`src/rtl/eth_idma_pkg.sv`:
```
// Shared types, register map and bit positions for the Ethernet iDMA register front end.
package eth_idma_pkg;

  typedef struct packed {
    logic        valid;
    logic        write;
    logic [31:0] addr;
    logic [31:0] wdata;
    logic [3:0]  wstrb;
  } reg_bus_req_t;

  typedef struct packed {
    logic        ready;
    logic        error;
    logic [31:0] rdata;
  } reg_bus_rsp_t;

  typedef struct packed {
    logic [2:0] src_protocol;
    logic [2:0] dst_protocol;
    logic [1:0] burst;
    logic [3:0] cache;
    logic       decouple_rw;
    logic       last;
  } idma_opt_t;

  typedef struct packed {
    logic [31:0] length;
    logic [63:0] src_addr;
    logic [63:0] dst_addr;
    idma_opt_t   opt;
  } idma_req_t;

  typedef struct packed {
    logic [3:0]  cause;
    logic [1:0]  err_type;
    logic [63:0] burst_addr;
  } idma_err_payload_t;

  typedef struct packed {
    logic              last;
    logic              error;
    idma_err_payload_t pld;
  } idma_rsp_t;

  typedef enum logic {
    FE_IDLE,
    FE_PEND
  } eth_idma_fe_state_e;

  localparam logic [31:0] ETH_IDMA_REG_SRC_LO      = 32'h00;
  localparam logic [31:0] ETH_IDMA_REG_SRC_HI      = 32'h04;
  localparam logic [31:0] ETH_IDMA_REG_DST_LO      = 32'h08;
  localparam logic [31:0] ETH_IDMA_REG_DST_HI      = 32'h0C;
  localparam logic [31:0] ETH_IDMA_REG_LEN         = 32'h10;
  localparam logic [31:0] ETH_IDMA_REG_PROTO       = 32'h14;
  localparam logic [31:0] ETH_IDMA_REG_CTRL        = 32'h18;
  localparam logic [31:0] ETH_IDMA_REG_STATUS      = 32'h1C;
  localparam logic [31:0] ETH_IDMA_REG_DONE_CNT    = 32'h20;
  localparam logic [31:0] ETH_IDMA_REG_ISSUE_CNT   = 32'h24;
  localparam logic [31:0] ETH_IDMA_REG_ERR_ADDR_LO = 32'h28;
  localparam logic [31:0] ETH_IDMA_REG_ERR_ADDR_HI = 32'h2C;

  localparam int unsigned ETH_IDMA_NUM_REGS = 12;

  // Word indices used by the decoder and read mux.
  localparam int unsigned ETH_IDMA_IDX_SRC_LO      = ETH_IDMA_REG_SRC_LO >> 2;
  localparam int unsigned ETH_IDMA_IDX_SRC_HI      = ETH_IDMA_REG_SRC_HI >> 2;
  localparam int unsigned ETH_IDMA_IDX_DST_LO      = ETH_IDMA_REG_DST_LO >> 2;
  localparam int unsigned ETH_IDMA_IDX_DST_HI      = ETH_IDMA_REG_DST_HI >> 2;
  localparam int unsigned ETH_IDMA_IDX_LEN         = ETH_IDMA_REG_LEN >> 2;
  localparam int unsigned ETH_IDMA_IDX_PROTO       = ETH_IDMA_REG_PROTO >> 2;
  localparam int unsigned ETH_IDMA_IDX_CTRL        = ETH_IDMA_REG_CTRL >> 2;
  localparam int unsigned ETH_IDMA_IDX_STATUS      = ETH_IDMA_REG_STATUS >> 2;
  localparam int unsigned ETH_IDMA_IDX_DONE_CNT    = ETH_IDMA_REG_DONE_CNT >> 2;
  localparam int unsigned ETH_IDMA_IDX_ISSUE_CNT   = ETH_IDMA_REG_ISSUE_CNT >> 2;
  localparam int unsigned ETH_IDMA_IDX_ERR_ADDR_LO = ETH_IDMA_REG_ERR_ADDR_LO >> 2;
  localparam int unsigned ETH_IDMA_IDX_ERR_ADDR_HI = ETH_IDMA_REG_ERR_ADDR_HI >> 2;

  localparam int unsigned ETH_IDMA_CTRL_GO      = 0;
  localparam int unsigned ETH_IDMA_CTRL_IRQ_CLR = 1;
  localparam int unsigned ETH_IDMA_CTRL_IRQ_EN  = 2;
  localparam int unsigned ETH_IDMA_CTRL_ERR_CLR = 3;

  localparam int unsigned ETH_IDMA_STATUS_BUSY     = 0;
  localparam int unsigned ETH_IDMA_STATUS_REQ_PEND = 1;
  localparam int unsigned ETH_IDMA_STATUS_ERR      = 2;
  localparam int unsigned ETH_IDMA_STATUS_OUTST    = 8;

  function automatic logic [31:0] apply_wstrb(input logic [31:0] old_val,
                                              input logic [31:0] wdata,
                                              input logic [3:0]  wstrb);
    logic [31:0] res;
    res = old_val;
    for (int b = 0; b < 4; b++) begin
      if (wstrb[b]) res[8*b +: 8] = wdata[8*b +: 8];
    end
    return res;
  endfunction

endpackage

```
`src/rtl/eth_idma_reg_frontend_if.sv`:
```
// Register bus plus iDMA request/response handshakes of the front end.
interface eth_idma_reg_frontend_if
  import eth_idma_pkg::*;
();
  reg_bus_req_t reg_req_i;
  reg_bus_rsp_t reg_rsp_o;
  idma_req_t    idma_req_o;
  logic         req_valid_o;
  logic         req_ready_i;
  idma_rsp_t    idma_rsp_i;
  logic         rsp_valid_i;
  logic         rsp_ready_o;

  // slave: the front end itself; master: the CPU/backend environment around it.
  modport slave (
    input  reg_req_i, req_ready_i, idma_rsp_i, rsp_valid_i,
    output reg_rsp_o, idma_req_o, req_valid_o, rsp_ready_o
  );

  modport master (
    output reg_req_i, req_ready_i, idma_rsp_i, rsp_valid_i,
    input  reg_rsp_o, idma_req_o, req_valid_o, rsp_ready_o
  );
endinterface

```
`src/rtl/eth_idma_reg_decode.sv`:
```
// Combinational register decode: write enables, CTRL actions, read mux and bus error.
module eth_idma_reg_decode
  import eth_idma_pkg::*;
(
  input  reg_bus_req_t                         reg_req,
  input  logic                                 pend,
  input  logic                                 go_ok,
  input  logic [ETH_IDMA_NUM_REGS-1:0][31:0]   rd_regs,
  output reg_bus_rsp_t                         reg_rsp,
  output logic [ETH_IDMA_NUM_REGS-1:0]         wr_en,
  output logic                                 go,
  output logic                                 irq_clr,
  output logic                                 irq_en_we,
  output logic                                 err_clr
);

  logic [3:0] idx;
  logic       mapped;
  logic       unused_bits;

  assign idx         = reg_req.addr[5:2];
  assign mapped      = (reg_req.addr[31:6] == '0) && (idx < 4'(ETH_IDMA_NUM_REGS));
  assign unused_bits = ^{reg_req.addr[1:0], reg_req.wdata[31:4], reg_req.wstrb[3:1]};

  always_comb begin
    reg_rsp       = '0;
    reg_rsp.ready = 1'b1;
    wr_en         = '0;
    go            = 1'b0;
    irq_clr       = 1'b0;
    irq_en_we     = 1'b0;
    err_clr       = 1'b0;

    if (reg_req.valid) begin
      if (!mapped) begin
        reg_rsp.error = 1'b1;
      end else if (reg_req.write) begin
        if (idx <= 4'(ETH_IDMA_IDX_PROTO)) begin
          // The descriptor is frozen while a request is waiting on the backend.
          if (pend) reg_rsp.error = 1'b1;
          else      wr_en[idx]    = 1'b1;
        end else if (idx == 4'(ETH_IDMA_IDX_CTRL) && reg_req.wstrb[0]) begin
          // A rejected GO drops the whole CTRL write.
          if (reg_req.wdata[ETH_IDMA_CTRL_GO] && !go_ok) begin
            reg_rsp.error = 1'b1;
          end else begin
            go        = reg_req.wdata[ETH_IDMA_CTRL_GO];
            irq_clr   = reg_req.wdata[ETH_IDMA_CTRL_IRQ_CLR];
            irq_en_we = 1'b1;
            err_clr   = reg_req.wdata[ETH_IDMA_CTRL_ERR_CLR];
          end
        end
      end else begin
        reg_rsp.rdata = rd_regs[idx];
      end
    end
  end

endmodule

```
`src/rtl/eth_idma_reg_frontend.sv`:
```
// Register front end for the Ethernet iDMA backend: descriptor registers, single-request
// issue FSM, outstanding tracking, response retirement, error capture and interrupt.
module eth_idma_reg_frontend
  import eth_idma_pkg::*;
#(
  parameter int unsigned MaxOutstanding = 4
) (
  input  logic                     clk_i,
  input  logic                     rst_i,
  eth_idma_reg_frontend_if.slave   bus,
  output logic                     busy_o,
  output logic                     irq_o
);

  localparam int unsigned OutW = $clog2(MaxOutstanding + 1);
  typedef logic [OutW-1:0] out_cnt_t;

  eth_idma_fe_state_e state_q, state_d;
  logic [63:0] src_q, dst_q, err_addr_q;
  logic [31:0] len_q, done_cnt_q, issue_cnt_q;
  logic [5:0]  proto_q;
  logic        irq_en_q, irq_pending_q, err_sticky_q;
  out_cnt_t    outstanding_q, outstanding_d;
  idma_req_t   req_q, req_d;

  logic [ETH_IDMA_NUM_REGS-1:0]       wr_en;
  logic [ETH_IDMA_NUM_REGS-1:0][31:0] rd_regs;
  logic        go, irq_clr, irq_en_we, err_clr, go_ok;
  logic        req_valid, req_hs, rsp_hs, rsp_err;
  logic [31:0] wdata;
  logic [3:0]  wstrb;
  logic        unused_rsp;

  assign wdata      = bus.reg_req_i.wdata;
  assign wstrb      = bus.reg_req_i.wstrb;
  assign req_valid  = (state_q == FE_PEND);
  assign req_hs     = req_valid && bus.req_ready_i;
  assign rsp_hs     = bus.rsp_valid_i;
  assign rsp_err    = rsp_hs && bus.idma_rsp_i.error;
  assign go_ok      = (state_q == FE_IDLE) && (outstanding_q < out_cnt_t'(MaxOutstanding))
                      && (len_q != '0);
  assign unused_rsp = ^{bus.idma_rsp_i.last, bus.idma_rsp_i.pld.cause,
                        bus.idma_rsp_i.pld.err_type};

  eth_idma_reg_decode u_decode (
    .reg_req   (bus.reg_req_i),
    .pend      (req_valid),
    .go_ok     (go_ok),
    .rd_regs   (rd_regs),
    .reg_rsp   (bus.reg_rsp_o),
    .wr_en     (wr_en),
    .go        (go),
    .irq_clr   (irq_clr),
    .irq_en_we (irq_en_we),
    .err_clr   (err_clr)
  );

  // NOTE: every signal written in a combinational block gets a default first, so no latch is inferred.
  always_comb begin
    rd_regs                           = '0;
    rd_regs[ETH_IDMA_IDX_SRC_LO]      = src_q[31:0];
    rd_regs[ETH_IDMA_IDX_SRC_HI]      = src_q[63:32];
    rd_regs[ETH_IDMA_IDX_DST_LO]      = dst_q[31:0];
    rd_regs[ETH_IDMA_IDX_DST_HI]      = dst_q[63:32];
    rd_regs[ETH_IDMA_IDX_LEN]         = len_q;
    rd_regs[ETH_IDMA_IDX_PROTO]       = {26'b0, proto_q};
    rd_regs[ETH_IDMA_IDX_STATUS]      = {16'b0, 8'(outstanding_q), 5'b0,
                                         err_sticky_q, req_valid, busy_o};
    rd_regs[ETH_IDMA_IDX_DONE_CNT]    = done_cnt_q;
    rd_regs[ETH_IDMA_IDX_ISSUE_CNT]   = issue_cnt_q;
    rd_regs[ETH_IDMA_IDX_ERR_ADDR_LO] = err_addr_q[31:0];
    rd_regs[ETH_IDMA_IDX_ERR_ADDR_HI] = err_addr_q[63:32];
  end

  always_comb begin
    req_d                  = '0;
    req_d.length           = len_q;
    req_d.src_addr         = src_q;
    req_d.dst_addr         = dst_q;
    req_d.opt.src_protocol = proto_q[2:0];
    req_d.opt.dst_protocol = proto_q[5:3];
  end

  always_comb begin
    state_d = state_q;
    unique case (state_q)
      FE_IDLE: if (go)              state_d = FE_PEND;
      FE_PEND: if (bus.req_ready_i) state_d = FE_IDLE;
    endcase
  end

  // A response with nothing outstanding saturates at zero instead of wrapping.
  always_comb begin
    outstanding_d = outstanding_q;
    unique case ({req_hs, rsp_hs})
      2'b10:   outstanding_d = outstanding_q + out_cnt_t'(1);
      2'b01:   if (outstanding_q != '0) outstanding_d = outstanding_q - out_cnt_t'(1);
      default: outstanding_d = outstanding_q;
    endcase
  end

  // NOTE: sequential state uses non-blocking assignments so every flop samples pre-edge values.
  always_ff @(posedge clk_i) begin
    if (rst_i) begin
      state_q       <= FE_IDLE;
      src_q         <= '0;
      dst_q         <= '0;
      len_q         <= '0;
      proto_q       <= '0;
      req_q         <= '0;
      issue_cnt_q   <= '0;
      done_cnt_q    <= '0;
      outstanding_q <= '0;
      irq_en_q      <= 1'b0;
      irq_pending_q <= 1'b0;
      err_sticky_q  <= 1'b0;
      err_addr_q    <= '0;
    end else begin
      state_q       <= state_d;
      outstanding_q <= outstanding_d;

      if (wr_en[ETH_IDMA_IDX_SRC_LO]) src_q[31:0]  <= apply_wstrb(src_q[31:0], wdata, wstrb);
      if (wr_en[ETH_IDMA_IDX_SRC_HI]) src_q[63:32] <= apply_wstrb(src_q[63:32], wdata, wstrb);
      if (wr_en[ETH_IDMA_IDX_DST_LO]) dst_q[31:0]  <= apply_wstrb(dst_q[31:0], wdata, wstrb);
      if (wr_en[ETH_IDMA_IDX_DST_HI]) dst_q[63:32] <= apply_wstrb(dst_q[63:32], wdata, wstrb);
      if (wr_en[ETH_IDMA_IDX_LEN])    len_q        <= apply_wstrb(len_q, wdata, wstrb);
      if (wr_en[ETH_IDMA_IDX_PROTO])  proto_q      <= 6'(apply_wstrb({26'b0, proto_q}, wdata, wstrb));

      if (go)        req_q       <= req_d;
      if (req_hs)    issue_cnt_q <= issue_cnt_q + 32'd1;
      if (rsp_hs)    done_cnt_q  <= done_cnt_q + 32'd1;
      if (irq_en_we) irq_en_q    <= wdata[ETH_IDMA_CTRL_IRQ_EN];

      if (rsp_hs)       irq_pending_q <= 1'b1;
      else if (irq_clr) irq_pending_q <= 1'b0;

      // Only the first error is kept; a fresh error beats a simultaneous clear.
      if (rsp_err && (!err_sticky_q || err_clr)) begin
        err_sticky_q <= 1'b1;
        err_addr_q   <= bus.idma_rsp_i.pld.burst_addr;
      end else if (err_clr) begin
        err_sticky_q <= 1'b0;
        err_addr_q   <= '0;
      end
    end
  end

  assign bus.idma_req_o  = req_q;
  assign bus.req_valid_o = req_valid;
  assign bus.rsp_ready_o = 1'b1;
  assign busy_o          = req_valid || (outstanding_q != '0);
  assign irq_o           = irq_pending_q && irq_en_q;

  rsp_without_outstanding: assert property (@(posedge clk_i) disable iff (rst_i)
    !(rsp_hs && !req_hs && outstanding_q == '0));

endmodule

```
`src/flat_wrapper.sv`:
```
// flat-port wrapper written by rule: the top's interface ports become plain ports
module eth_idma_reg_frontend_flat import eth_idma_pkg::*;
#(
  parameter int unsigned MaxOutstanding = 4
)
  (clk_i, rst_i, busy_o, irq_o, bus_reg_req_i, bus_req_ready_i, bus_idma_rsp_i, bus_rsp_valid_i, bus_reg_rsp_o, bus_idma_req_o, bus_req_valid_o, bus_rsp_ready_o);
  eth_idma_reg_frontend_if bus_i ();
  input  logic clk_i;
  input  logic rst_i;
  output logic busy_o;
  output logic irq_o;
  input wire logic [$bits(bus_i.reg_req_i)-1:0] bus_reg_req_i;
  input wire logic [$bits(bus_i.req_ready_i)-1:0] bus_req_ready_i;
  input wire logic [$bits(bus_i.idma_rsp_i)-1:0] bus_idma_rsp_i;
  input wire logic [$bits(bus_i.rsp_valid_i)-1:0] bus_rsp_valid_i;
  output wire logic [$bits(bus_i.reg_rsp_o)-1:0] bus_reg_rsp_o;
  output wire logic [$bits(bus_i.idma_req_o)-1:0] bus_idma_req_o;
  output wire logic [$bits(bus_i.req_valid_o)-1:0] bus_req_valid_o;
  output wire logic [$bits(bus_i.rsp_ready_o)-1:0] bus_rsp_ready_o;
  assign bus_i.reg_req_i = bus_reg_req_i;
  assign bus_i.req_ready_i = bus_req_ready_i;
  assign bus_i.idma_rsp_i = bus_idma_rsp_i;
  assign bus_i.rsp_valid_i = bus_rsp_valid_i;
  assign bus_reg_rsp_o = bus_i.reg_rsp_o;
  assign bus_idma_req_o = bus_i.idma_req_o;
  assign bus_req_valid_o = bus_i.req_valid_o;
  assign bus_rsp_ready_o = bus_i.rsp_ready_o;
  eth_idma_reg_frontend #(.MaxOutstanding(MaxOutstanding)) u_core (.clk_i(clk_i), .rst_i(rst_i), .bus(bus_i), .busy_o(busy_o), .irq_o(irq_o));
endmodule
```
`config.mk`:
```
export PLATFORM = sky130hd
export DESIGN_NAME = eth_idma_reg_frontend_flat
export DESIGN_NICKNAME = d
export VERILOG_FILES = /design/src/rtl/eth_idma_pkg.sv /design/src/rtl/eth_idma_reg_frontend_if.sv /design/src/rtl/eth_idma_reg_decode.sv /design/src/rtl/eth_idma_reg_frontend.sv /design/src/flat_wrapper.sv
export SDC_FILE = /design/constraint.sdc
export NUM_CORES = 1
export LEC_CHECK = 0
export ABC_AREA = 1
export CAP_MARGIN = 20
export CORE_UTILIZATION = 35
export CTS_BUF_LIST = sky130_fd_sc_hd__clkbuf_8
export CTS_CLUSTER_DIAMETER = 100
export DETAILED_ROUTE_END_ITERATION = 12
export SLEW_MARGIN = 20
export SYNTH_ARGS = -nofsm -noshare
export SYNTH_HDL_FRONTEND = slang
export SYNTH_SLANG_ARGS = --single-unit
```
`constraint.sdc`:
```
create_clock -name clk_i -period 1.83 [get_ports clk_i]
set_clock_uncertainty 0.05 [all_clocks]
set_input_delay 0.366 -clock clk_i [delete_from_list [all_inputs] [get_ports clk_i]]
set_output_delay 0.366 -clock clk_i [all_outputs]
set_load 0.005 [all_outputs]
```
==> impl_metrics.prom, run 1 <==
# TYPE chip_impl_metric gauge
chip_impl_metric{name="dp.cells",unit=""} 4129
chip_impl_metric{name="yosys_register_bits",unit=""} 467
chip_impl_metric{name="synth_largest_type_area_fraction",unit=""} 0.467
chip_impl_metric{name="globalplace.congestion",unit=""} 0.936
chip_impl_info{name="critical_path.startpoint_type",value="input pin"} 1
chip_impl_info{name="crit_type",value="in -> out"} 1
chip_impl_metric{name="grt_pass1_vias",unit=""} 21300
chip_impl_metric{name="final_hold_viol_count",unit=""} 0
chip_impl_metric{name="numPortBuffers",unit=""} 338
chip_impl_metric{name="post-route-drc-count",unit=""} 0
chip_impl_metric{name="cts.reportedPaths.clkPinSlew",unit="ns"} 0.06
chip_impl_metric{name="clock_sink_count",unit=""} 467
chip_impl_metric{name="powerDensity",unit="nW/um^2"} 728
chip_impl_metric{name="die-width",unit="um"} 241
chip_impl_metric{name="syn_avg_cell_area",unit="sq um"} 7.38
chip_impl_metric{name="netlist_area",unit="sq um"} 20000
chip_impl_metric{name="setup_viol",unit=""} 482
chip_impl_metric{name="clkLatencyLatePin",unit="ns"} 0.67
chip_impl_metric{name="die_h",unit="um"} 241
chip_impl_metric{name="post_detailed_route_via_to_cell_ratio",unit=""} 5.14
chip_impl_metric{name="layout-drive-gt1-share",unit=""} 0.250
chip_impl_metric{name="detail-route-antenna-nets",unit=""} 0
chip_impl_metric{name="maxCapViolCount",unit=""} 0
chip_impl_metric{name="initialDrtViolationCount",unit=""} 1798
chip_impl_metric{name="postLayoutSetupSlackWorst",unit="ns"} -0.822
chip_impl_metric{name="min_period",unit="ns"} 2.65
chip_impl_metric{name="detailed_routing_iteration_count_for_the_pre_antenna_repair_pass",unit=""} 5
chip_impl_metric{name="flow.area_growth_from_synthesis",unit="%"} 55.4
chip_impl_metric{name="coreArea",unit="sq um"} 56400
chip_impl_metric{name="number_of_antenna_violations_at_the_first_check_in_global_routing",unit=""} 2
chip_impl_info{name="min-delay-path-class",value="in -> reg"} 1
chip_impl_metric{name="worst-path-max-fanout",unit=""} 9
chip_impl_metric{name="grt_max_degree",unit=""} 101
chip_impl_info{name="outcome",value="complete, but fails checks"} 1
chip_impl_metric{name="slew_headroom",unit=""} 0.499
chip_impl_info{name="timing.critical_path.cells",value="clkdlybuf4s50_1, inv_1, nor2_2, nand2_8, buf_16, buf_4, buf_4, a31oi_4, buf_2"} 1
chip_impl_metric{name="ratio_of_final_minimum_period_to_clock_period",unit=""} 1.45
chip_impl_info{name="yosysTopAreaCell",value="dfxtp_1"} 1
chip_impl_info{name="clock-root-buffer",value="clkbuf_8"} 1
chip_impl_info{name="synthTopCellsByArea",value="dfxtp_1, o21ai_0, nor2_1, a21oi_1, inv_1"} 1
chip_impl_metric{name="max_stage_delay",unit="ns"} 0.58
chip_impl_info{name="tritoncts",value="built"} 1
chip_impl_info{name="violations",value="negative setup slack"} 1
chip_impl_info{name="cp_slowest_cell",value="clkdlybuf4s50_1"} 1
chip_impl_info{name="most_frequent_standard_cell_in_the_layout_excluding_fill_and_tap_cells",value="buf_4"} 1
chip_impl_metric{name="static-leakage-power",unit="nW"} 12.2
chip_impl_metric{name="track_usage",unit=""} 0.285
chip_impl_metric{name="path_buf_inv",unit=""} 6
chip_impl_metric{name="n_fill_cell",unit=""} 5359
chip_impl_metric{name="finalMaxSlewViolations",unit=""} 0
chip_impl_metric{name="design.final.nets",unit=""} 3641
chip_impl_metric{name="crit_required",unit="ns"} 1.41
chip_impl_metric{name="htree_num_levels",unit=""} 3
chip_impl_metric{name="synth_warnings",unit=""} 0
chip_impl_metric{name="number_of_buffers_between_clock_root_and_the_deepest_sink",unit=""} 3
chip_impl_metric{name="final_core_util",unit=""} 0.551
chip_impl_metric{name="num_io_pins",unit=""} 358
chip_impl_metric{name="globalRoute.totalOverflow",unit=""} 0
chip_impl_metric{name="timing.fmax",unit="MHz"} 377
chip_impl_info{name="critical-path-top-cell-by-count",value="buf_4"} 1
chip_impl_metric{name="dp.final_hpwl",unit="um"} 62300
chip_impl_info{name="critical_path_endpoint_category",value="output pin"} 1
chip_impl_info{name="unrepaired_setup_endpoints_after_global_routing",value="yes"} 1
chip_impl_metric{name="num_vias",unit=""} 22200
chip_impl_metric{name="floorplan.initialDensity",unit=""} 0.355
chip_impl_metric{name="routedWlPerCell",unit="um"} 19.5
chip_impl_metric{name="worstMarginPinSlew",unit="ns"} 0.752
chip_impl_metric{name="grt_pass1_wl",unit="um"} 126000
chip_impl_metric{name="drt_wl_total",unit="um"} 84000
chip_impl_metric{name="cts_made_buffers",unit=""} 84
chip_impl_metric{name="finish.cell_count_without_fillers",unit=""} 4312
chip_impl_metric{name="synth_seq_area_share",unit=""} 0.467
chip_impl_metric{name="dieArea",unit="sq um"} 58100
chip_impl_metric{name="synthCells",unit=""} 2712
chip_impl_metric{name="ir_worst_vdd",unit="uV"} 605
chip_impl_metric{name="distinct_cell_type_count_of_the_synthesized_netlist",unit=""} 41
chip_impl_metric{name="critPathArrivalTime",unit="ns"} 2.24
chip_impl_info{name="cell_family_contributing_the_most_delay_on_the_critical_path",value="buffers and inverters"} 1
chip_impl_metric{name="row_count",unit=""} 87
chip_impl_metric{name="whs",unit="ns"} 0.0957
chip_impl_info{name="layout.cells.most_common_list",value="buf_4, dfxtp_1, nor2_1, o21ai_0, a21oi_1"} 1
[metal layers]
metal / global-route usage / up-vias / routed length, um
li1: - / 10800 / -
met1: 0.386 / 10400 / 37300
met2: 0.457 / 863 / 38200
met3: 0.0450 / 141 / 5890
met4: 0.103 / 2 / 2530
met5: 0 / - / 20
[sequential cells by signal (all words and copies together), names as in the netlist, 3 cells and up]
register,flops
u_core.dst_q,64
u_core.src_q,64
u_core.proto_q,6
u_core.done_cnt_q,32
u_core.outstanding_q,3
u_core.len_q,32
u_core.err_addr_q,64
u_core.issue_cnt_q,32
u_core.bus.idma_req_o,166
[kinds of logic (layout without fill, tap and decap cells)]
group | Yosys count | in the layout | share of synthesized area
adders and majority gates | 3 | 3 | 0.00225
AOI/OAI and AO/OA | 919 | 919 | 0.253
buffers and inverters | 434 | 1268 | 0.0912
xor gates and xnor gates | 12 | 12 | 0.00525
DFF | 467 | 467 | 0.467
and+or+nand+nor | 875 | 876 | 0.181
other | 2 | 11 | 0.000375
[power by group]
part | switching, mW | internal [mW] | total (mW) | leakage [nW]
clock network | 4.58 | 5.58 | 10.2 | 0.984
logic | 1.12 | 0.992 | 2.11 | 7.48
registers | 0.106 | 10.3 | 10.4 | 3.78
total | 5.81 | 16.8 | 22.6 | 12.2
[what timing repair did]
item,CTS,global route
gates cloned,20,0
endpoints found under the setup margin,622,612
buffers inserted,17,7
hold buffers,0,0
gates resized for setup,349,72
pin swaps,71,31
[synth_stat cells, drive strengths merged]
library cell,n
a211oi,12
a21oi,284
a221oi,8
a22o,8
a22oi,41
a31oi,26
buf,84
clkbuf,108
clkinv,1
conb,2
dfxtp,467
fa,1
ha,2
inv,241
nand2,227
nand3,111
nand4,15
nor2,473
nor3,41
nor3b,2
nor4,6
o2111ai,1
o211ai,65
o21a,4
o21ai,446
o221ai,9
o22ai,15
xnor2,2
xor2,10
[worst register-to-register path, stage by stage, from the launching register on]
cell	delay, ns
dfxtp_2	0.33
nor2_4	0.10
nand2_2	0.07
nor2_4	0.17
nand2_2	0.07
o21ai_2	0.18
buf_4	0.16
nand2_4	0.06
nand3_4	0.11
buf_6	0.14
nand2_8	0.13
buf_16	0.23
nand3_1	0.10
a21oi_1	0.09
[through the flow]
| stage | TNS (ns) | cell area (sq um) | total power, mW | worst slack (ns) |
|---|---|---|---|---|
| 3_5_place_dp | -437.03 | 27900 | 12.4 | -1.58 |
| 5_1_grt | -122.18 | 31100 | 23.5 | -0.942 |
| 6_report | -85.64 | 31100 | 22.6 | -0.822 |
| 2_1_floorplan | 0 | 20200 | 11.3 | 0.000976 |
| 3_3_place_gp | -423.73 | 27900 | 12.4 | -1.58 |
| 4_1_cts | -105.97 | 30900 | 22.8 | -0.897 |
[area by class of cell]
| class | instances | area (sq um) | area share |
|---|---|---|---|
| Multi-Input combinational cell | 1820 | 9760 | 0.314 |
| Sequential cell | 467 | 9390 | 0.302 |
| Timing Repair Buffer | 877 | 8330 | 0.268 |
| Clock buffer | 108 | 1490 | 0.0478 |
| Tap cell | 756 | 946 | 0.0304 |
| Inverter | 242 | 931 | 0.0299 |
| Clock inverter | 41 | 243 | 0.00781 |
| Antenna cell | 1 | 2.50 | 0.0000805 |
[worst paths after layout]
kind	start	endpoint	slack, ns	depth (start not counted)
max	bus_reg_req_i[69]	bus_reg_rsp_o[11]	-0.82	9
min	rst_i	u_core.dst_q[59]$_SDFFE_PP0P_	0.1	4
max reg2reg	u_core.len_q[20]$_SDFFE_PP0P_	u_core.err_addr_q[46]$_SDFFE_PP0P_	-0.30	13
min reg2reg	u_core.done_cnt_q[0]$_SDFFE_PP0P_	u_core.done_cnt_q[0]$_SDFFE_PP0P_	0.42	1
(Power assumes the default switching activity.)
==> run 2: changes to the inputs <==
- clock period: 1.83 -> 2.6 ns (I/O delays scaled with it)
==> run 2 against run 1 <==
Compared with the run above: the flow still finishes with violations (negative setup slack); register-to-register slack better by 0.43 ns; cell count fell by 5.6%; sequential share of layout area rose by 2.1 points; die area did not move; hold slack gained 0.13 ns; count of clock-buffer cells in the layout down 8; flip-flop and latch count did not move; non-clock buffer count is 240 lower; first-iteration DRC count rose by 13%; sequential power shrank 30%.
==> impl_metrics.prom, run 2 (same netlist as run 1, synthesis figures left out) <==
# TYPE chip_impl_metric gauge
chip_impl_metric{name="dp.final_hpwl",unit="um"} 57800
chip_impl_info{name="layout.cells.most_common_list",value="dfxtp_1, nor2_1, o21ai_0, a21oi_1, clkdlybuf4s50_1"} 1
chip_impl_metric{name="routedWlPerCell",unit="um"} 19.5
chip_impl_metric{name="timing.fmax",unit="MHz"} 347
chip_impl_metric{name="layout.cell_area.non_filler",unit="sq um"} 29000
chip_impl_metric{name="crit_required",unit="ns"} 2.03
chip_impl_metric{name="grt_pass1_wl",unit="um"} 118000
chip_impl_metric{name="largest_register_ffs",unit=""} 166
chip_impl_metric{name="ff2ff_setup_slack",unit="ns"} 0.13
chip_impl_metric{name="min_period",unit="ns"} 2.89
chip_impl_metric{name="static-leakage-power",unit="nW"} 10.8
chip_impl_metric{name="coreArea",unit="sq um"} 56400
chip_impl_metric{name="detail-route-antenna-nets",unit=""} 0
chip_impl_info{name="min_from",value="rst_i"} 1
chip_impl_metric{name="grt_max_degree",unit=""} 101
chip_impl_info{name="critical_path.startpoint_type",value="flop"} 1
chip_impl_metric{name="powerDensity",unit="nW/um^2"} 533
chip_impl_metric{name="timing.reg2reg.worst_path_depth",unit=""} 13
chip_impl_metric{name="globalplace.congestion",unit=""} 0.938
chip_impl_metric{name="num_vias",unit=""} 21100
chip_impl_metric{name="detailed_routing_iteration_count_for_the_pre_antenna_repair_pass",unit=""} 6
chip_impl_metric{name="post_detailed_route_via_to_cell_ratio",unit=""} 5.19
chip_impl_metric{name="number_of_buffers_between_clock_root_and_the_deepest_sink",unit=""} 3
chip_impl_info{name="regToRegStartpoint",value="u_core.len_q[2]$_SDFFE_PP0P_"} 1
chip_impl_metric{name="totalPowerFinal",unit="mW"} 15.5
chip_impl_metric{name="critPathArrivalTime",unit="ns"} 2.32
chip_impl_metric{name="globalRoute.totalOverflow",unit=""} 0
chip_impl_metric{name="combinationalPowerShare",unit=""} 0.089
chip_impl_metric{name="die-width",unit="um"} 241
chip_impl_info{name="unrepaired_setup_endpoints_after_global_routing",value="yes"} 1
chip_impl_metric{name="worstMarginPinSlew",unit="ns"} 0.686
chip_impl_metric{name="min_delay_path_depth",unit=""} 4
chip_impl_info{name="most_frequent_standard_cell_in_the_layout_excluding_fill_and_tap_cells",value="dfxtp_1"} 1
chip_impl_metric{name="htree_num_levels",unit=""} 3
chip_impl_info{name="worst_hold_path.endpoint",value="u_core.src_q[56]$_SDFFE_PP0P_"} 1
chip_impl_metric{name="numPortBuffers",unit=""} 338
chip_impl_info{name="worstReg2RegEnd",value="u_core.bus.idma_req_o[14]$_SDFFE_PP0P_"} 1
chip_impl_metric{name="power.sequential.fraction",unit=""} 0.471
chip_impl_metric{name="layout-drive-gt1-share",unit=""} 0.209
chip_impl_metric{name="grt_pass1_vias",unit=""} 19700
chip_impl_metric{name="ratio_of_final_minimum_period_to_clock_period",unit=""} 1.11
chip_impl_metric{name="postLayoutSetupSlackWorst",unit="ns"} -0.285
chip_impl_metric{name="cts.reportedPaths.clkPinSlew",unit="ns"} 0.06
chip_impl_metric{name="clkLatencyLatePin",unit="ns"} 0.70
chip_impl_metric{name="clock_share_of_power",unit=""} 0.441
chip_impl_info{name="clock-root-buffer",value="clkbuf_8"} 1
chip_impl_metric{name="clock_sink_count",unit=""} 467
chip_impl_metric{name="cts_made_buffers",unit=""} 81
chip_impl_metric{name="dieArea",unit="sq um"} 58100
chip_impl_metric{name="floorplan.initialDensity",unit=""} 0.355
chip_impl_info{name="min-delay-path-class",value="in -> reg"} 1
chip_impl_metric{name="design.final.nets",unit=""} 3397
chip_impl_metric{name="placed_cell_area",unit="sq um"} 25700
chip_impl_metric{name="maxCapViolCount",unit=""} 0
chip_impl_metric{name="setup_viol",unit=""} 12
chip_impl_info{name="outcome",value="complete, but fails checks"} 1
chip_impl_metric{name="final_hold_viol_count",unit=""} 0
chip_impl_metric{name="netSwitchingPower",unit="mW"} 4.03
chip_impl_metric{name="drt_wl_total",unit="um"} 79200
chip_impl_metric{name="internal_power",unit="mW"} 11.4
chip_impl_metric{name="worst-path-max-fanout",unit=""} 2
chip_impl_info{name="violations",value="negative setup slack"} 1
chip_impl_metric{name="finalMaxSlewViolations",unit=""} 0
chip_impl_metric{name="number_of_antenna_violations_at_the_first_check_in_global_routing",unit=""} 5
chip_impl_info{name="tritoncts",value="built"} 1
chip_impl_metric{name="num_io_pins",unit=""} 358
chip_impl_metric{name="die_h",unit="um"} 241
chip_impl_metric{name="regArea",unit="sq um"} 9370
chip_impl_metric{name="flow.area_growth_from_synthesis",unit="%"} 45.1
chip_impl_metric{name="post-route-drc-count",unit=""} 0
chip_impl_metric{name="track_usage",unit=""} 0.265
chip_impl_info{name="crit_type",value="reg -> out"} 1
chip_impl_metric{name="row_count",unit=""} 87
chip_impl_metric{name="n_fill_cell",unit=""} 5408
chip_impl_info{name="critical_path_endpoint_category",value="output pin"} 1
chip_impl_metric{name="p_sw_frac",unit=""} 0.261
chip_impl_metric{name="initialDrtViolationCount",unit=""} 2036
chip_impl_metric{name="slew_headroom",unit=""} 0.543
chip_impl_metric{name="ir_worst_vdd",unit="uV"} 354
chip_impl_metric{name="area_of_the_multi_input_gates",unit="sq um"} 9940
-- run 2: repair_timing --
item	CTS	global route
cloned	9	1
pin swaps	94	80
hold buffers	0	0
buffers inserted	50	15
setup endpoints to repair	33	39
resized for setup	440	136
endpoints found under the hold margin	0	0
-- run 2: final cells by class --
type | instances | share of cell area
Antenna cell | 2 | 0.000172
Tap cell | 756 | 0.0326
Clock inverter | 47 | 0.00914
Multi-Input combinational cell | 1819 | 0.342
Clock buffer | 100 | 0.0474
Timing Repair Buffer | 637 | 0.214
Sequential cell | 467 | 0.323
Inverter | 242 | 0.0323
-- run 2: how the worst max path moves through the flow --
stage	startpoint	endpoint	slack (ns)	cells past startpoint
4_1_cts	u_core.len_q[23]$_SDFFE_PP0P_	bus_reg_rsp_o[32]	-0.34	11
3_5_place_dp	bus_reg_req_i[38]	bus_reg_rsp_o[19]	-1.08	11
6_report	u_core.len_q[21]$_SDFFE_PP0P_	bus_reg_rsp_o[32]	-0.29	11
3_3_place_gp	bus_reg_req_i[38]	bus_reg_rsp_o[19]	-1.03	11
2_1_floorplan	bus_reg_req_i[45]	bus_reg_rsp_o[31]	0.30	9
5_1_grt	u_core.len_q[30]$_SDFFE_PP0P_	bus_reg_rsp_o[32]	-0.38	10
-- run 2: power groups by stage --
stage	Combinational (mW)	Sequential, mW	Clock (mW)
after floorplan	0.539	7.41	0
after global placement	1.16	7.43	0
after detailed placement	1.18	7.43	0
after CTS	1.31	7.28	6.96
after global routing	1.46	7.29	7.29
final	1.37	7.28	6.82
-- run 2: metal layers --
layer  GRT usage  vias up  routed length, um
met4      0.0859        2               2290
li1            -    10300                  -
met5           0        -                 13
met2       0.427      803              36600
met1       0.358     9927              34900
met3      0.0469      144               5340
-- run 2: per-stage QoR --
| stage | setup WS (ns) | utilization | cells | TNS (ns) | hold WS [ns] |
|---|---|---|---|---|---|
| detailed placement | -1.08 | 0.455 | 3861 | -132.82 | 0.405 |
| global placement | -1.03 | 0.455 | 3861 | -113.28 | 0.397 |
| floorplan | 0.301 | - | 2720 | 0 | 0.383 |
| finish | -0.285 | 0.515 | 4070 | -0.737 | 0.225 |
| CTS | -0.339 | 0.508 | 4061 | -0.987 | 0.177 |
| global route | -0.382 | 0.515 | 4068 | -1.44 | 0.213 |
-- run 2: worst max-delay path, cell delays in order, from the launching register on --
cell and delay, ns:
dfxtp_2 0.32, nor2_2 0.09, nand2_1 0.07, nor2_2 0.17, buf_6 0.14, nand2_4 0.05, o21ai_4 0.17, nand3_2 0.09
nand2_2 0.06, o211ai_1 0.10, a21oi_2 0.21, buf_2 0.15
==> run 3: changes to the inputs <==
- SKIP_CTS_REPAIR_TIMING: unset -> 1
==> run 3 against run 2 <==
Compared with the run above: the flow still finishes with violations (negative setup slack); critical path depth is the same; flip-flop and latch count unchanged; critical path type unchanged; first-iteration DRC count is 6.4% lower; die area stayed put; via count fell by 0.87%; utilization down 0.27 points; largest cell class unchanged; critical endpoint unchanged; worst setup slack worse by 0.083 ns; sequential share of layout area up 0.16 points.
==> impl_metrics.prom, run 3 (same netlist as run 1, synthesis figures left out) <==
# TYPE chip_impl_metric gauge
chip_impl_metric{name="setup_viol",unit=""} 32
chip_impl_metric{name="static-leakage-power",unit="nW"} 11.0
chip_impl_metric{name="die_h",unit="um"} 241
chip_impl_metric{name="largest_register_ffs",unit=""} 166
chip_impl_metric{name="flow.area_growth_from_synthesis",unit="%"} 44.4
chip_impl_metric{name="numPortBuffers",unit=""} 338
chip_impl_info{name="min_from",value="rst_i"} 1
chip_impl_metric{name="num_io_pins",unit=""} 358
chip_impl_metric{name="critPathArrivalTime",unit="ns"} 2.40
chip_impl_info{name="violations",value="negative setup slack"} 1
chip_impl_metric{name="timing.reg2reg.worst_path_depth",unit=""} 13
chip_impl_metric{name="dieArea",unit="sq um"} 58100
chip_impl_metric{name="coreArea",unit="sq um"} 56400
chip_impl_metric{name="globalplace.congestion",unit=""} 0.938
chip_impl_metric{name="grt_pass1_vias",unit=""} 19100
chip_impl_metric{name="die-width",unit="um"} 241
chip_impl_metric{name="whs",unit="ns"} 0.236
chip_impl_metric{name="grt_max_degree",unit=""} 101
chip_impl_info{name="most_frequent_standard_cell_in_the_layout_excluding_fill_and_tap_cells",value="dfxtp_1"} 1
chip_impl_metric{name="num_vias",unit=""} 20900
chip_impl_metric{name="worstMarginPinSlew",unit="ns"} 0.679
chip_impl_info{name="outcome",value="complete, but fails checks"} 1
chip_impl_metric{name="dp.final_hpwl",unit="um"} 57800
chip_impl_info{name="critical_path.startpoint_type",value="flop"} 1
chip_impl_info{name="min-delay-path-class",value="in -> reg"} 1
chip_impl_metric{name="post_detailed_route_via_to_cell_ratio",unit=""} 5.17
chip_impl_metric{name="layout-drive-gt1-share",unit=""} 0.191
chip_impl_metric{name="post-route-drc-count",unit=""} 0
chip_impl_info{name="unrepaired_setup_endpoints_after_global_routing",value="yes"} 1
chip_impl_metric{name="number_of_antenna_violations_at_the_first_check_in_global_routing",unit=""} 5
chip_impl_metric{name="area_of_the_multi_input_gates",unit="sq um"} 9900
chip_impl_info{name="worst_hold_path.endpoint",value="u_core.dst_q[62]$_SDFFE_PP0P_"} 1
chip_impl_info{name="worstReg2RegEnd",value="u_core.bus.idma_req_o[14]$_SDFFE_PP0P_"} 1
chip_impl_metric{name="htree_num_levels",unit=""} 3
chip_impl_info{name="crit_type",value="reg -> out"} 1
chip_impl_metric{name="finalMaxSlewViolations",unit=""} 0
chip_impl_metric{name="clkLatencyLatePin",unit="ns"} 0.70
chip_impl_metric{name="design.final.nets",unit=""} 3377
chip_impl_metric{name="floorplan.initialDensity",unit=""} 0.355
chip_impl_metric{name="drt_wl_total",unit="um"} 78300
chip_impl_metric{name="regArea",unit="sq um"} 9360
chip_impl_info{name="layout.cells.most_common_list",value="dfxtp_1, nor2_1, o21ai_0, a21oi_1, clkdlybuf4s50_1"} 1
chip_impl_metric{name="grt_pass1_wl",unit="um"} 114000
chip_impl_metric{name="track_usage",unit=""} 0.256
chip_impl_metric{name="min_delay_path_depth",unit=""} 4
chip_impl_metric{name="initialDrtViolationCount",unit=""} 1905
chip_impl_metric{name="cts_made_buffers",unit=""} 81
chip_impl_metric{name="ratio_of_final_minimum_period_to_clock_period",unit=""} 1.14
chip_impl_metric{name="detailedPlace.worstSlack",unit="ns"} -1.08
chip_impl_metric{name="row_count",unit=""} 87
chip_impl_metric{name="routedWlPerCell",unit="um"} 19.3
chip_impl_metric{name="number_of_buffers_between_clock_root_and_the_deepest_sink",unit=""} 3
chip_impl_metric{name="n_fill_cell",unit=""} 5437
chip_impl_metric{name="maxCapViolCount",unit=""} 0
chip_impl_metric{name="powerDensity",unit="nW/um^2"} 534
chip_impl_metric{name="detailed_routing_iteration_count_for_the_pre_antenna_repair_pass",unit=""} 8
chip_impl_metric{name="postLayoutSetupSlackWorst",unit="ns"} -0.369
chip_impl_metric{name="crit_required",unit="ns"} 2.03
chip_impl_metric{name="slew_headroom",unit=""} 0.547
chip_impl_metric{name="layout.cell_area.non_filler",unit="sq um"} 28900
chip_impl_metric{name="timing.fmax",unit="MHz"} 337
chip_impl_metric{name="cts.reportedPaths.clkPinSlew",unit="ns"} 0.06
chip_impl_info{name="tritoncts",value="built"} 1
chip_impl_metric{name="ff2ff_setup_slack",unit="ns"} 0.17
chip_impl_metric{name="globalRoute.totalOverflow",unit=""} 0
chip_impl_metric{name="clock_sink_count",unit=""} 467
chip_impl_metric{name="worst-path-max-fanout",unit=""} 2
chip_impl_info{name="regToRegStartpoint",value="u_core.len_q[25]$_SDFFE_PP0P_"} 1
chip_impl_metric{name="final_hold_viol_count",unit=""} 0
chip_impl_metric{name="min_period",unit="ns"} 2.97
chip_impl_info{name="clock-root-buffer",value="clkbuf_8"} 1
chip_impl_metric{name="detail-route-antenna-nets",unit=""} 0
chip_impl_metric{name="ir_worst_vdd",unit="uV"} 353
chip_impl_metric{name="placed_cell_area",unit="sq um"} 25700
chip_impl_info{name="critical_path_endpoint_category",value="output pin"} 1
-- run 3: cell types whose count changed in the layout (fill, tap and decap cells not counted), moves of 8 or more --
cell,previous run,this run
buf_2,40,15
dlymetal6s2s_1,0,21
o21ai_0,326,343
clkbuf_2,9,19
o21ai_2,24,14
a22oi_1,20,29
a22oi_2,21,12
buf_4,221,212
nand2_2,38,29
nand2_4,10,19
buf_16,8,0
buf_6,31,23
-- run 3: how the worst max path moves through the flow --
stage,startpoint,endpoint,cells after the start
detailed placement,bus_reg_req_i[38],bus_reg_rsp_o[19],11
finish,u_core.len_q[25]$_SDFFE_PP0P_,bus_reg_rsp_o[32],11
global placement,bus_reg_req_i[38],bus_reg_rsp_o[19],11
floorplan,bus_reg_req_i[45],bus_reg_rsp_o[31],9
global route,u_core.len_q[25]$_SDFFE_PP0P_,bus_reg_rsp_o[32],11
CTS,bus_reg_req_i[38],bus_reg_rsp_o[19],11
-- run 3: area by class of cell --
class / count / area share
Inverter: 242 / 0.0326
Antenna cell: 2 / 0.000173
Tap cell: 756 / 0.0327
Timing Repair Buffer: 617 / 0.211
Clock buffer: 100 / 0.0476
Clock inverter: 47 / 0.00918
Sequential cell: 467 / 0.324
Multi-Input combinational cell: 1819 / 0.343
-- run 3: critical path, cell delays in order (launching register included) --
cell and delay, ns:
dfxtp_2 0.33, nor2_2 0.12, nand2_1 0.08, nor2_2 0.16
buf_4 0.15, nand2_2 0.05, o21ai_2 0.18, nand3_1 0.10
nand2_1 0.07, o211ai_1 0.10, a21oi_2 0.22, clkbuf_2 0.15
-- run 3: layer usage --
layer  track usage  vias up  part of all wire
met3        0.0468      126             0.067
met2         0.403      793              0.46
met4        0.0880        2             0.028
li1              -    10200                 -
met5             0        -           0.00017
met1         0.350     9811              0.44
-- run 3: metrics by stage --
step | util | total power, mW | setup TNS, ns | cells
2_1_floorplan | - | 7.95 | 0 | 2720
3_3_place_gp | 0.455 | 8.59 | -113.28 | 3861
3_5_place_dp | 0.455 | 8.61 | -132.82 | 3861
4_1_cts | 0.484 | 15.4 | -29.10 | 4008
5_1_grt | 0.512 | 16.0 | -4.15 | 4048
6_report | 0.512 | 15.4 | -2.81 | 4050
-- run 3: report_power, final --
| part | total, mW | internal, mW | switching (mW) |
|---|---|---|---|
| combinational | 1.33 | 0.586 | 0.747 |
| clock | 6.81 | 3.61 | 3.20 |
| sequential | 7.28 | 7.22 | 0.0592 |
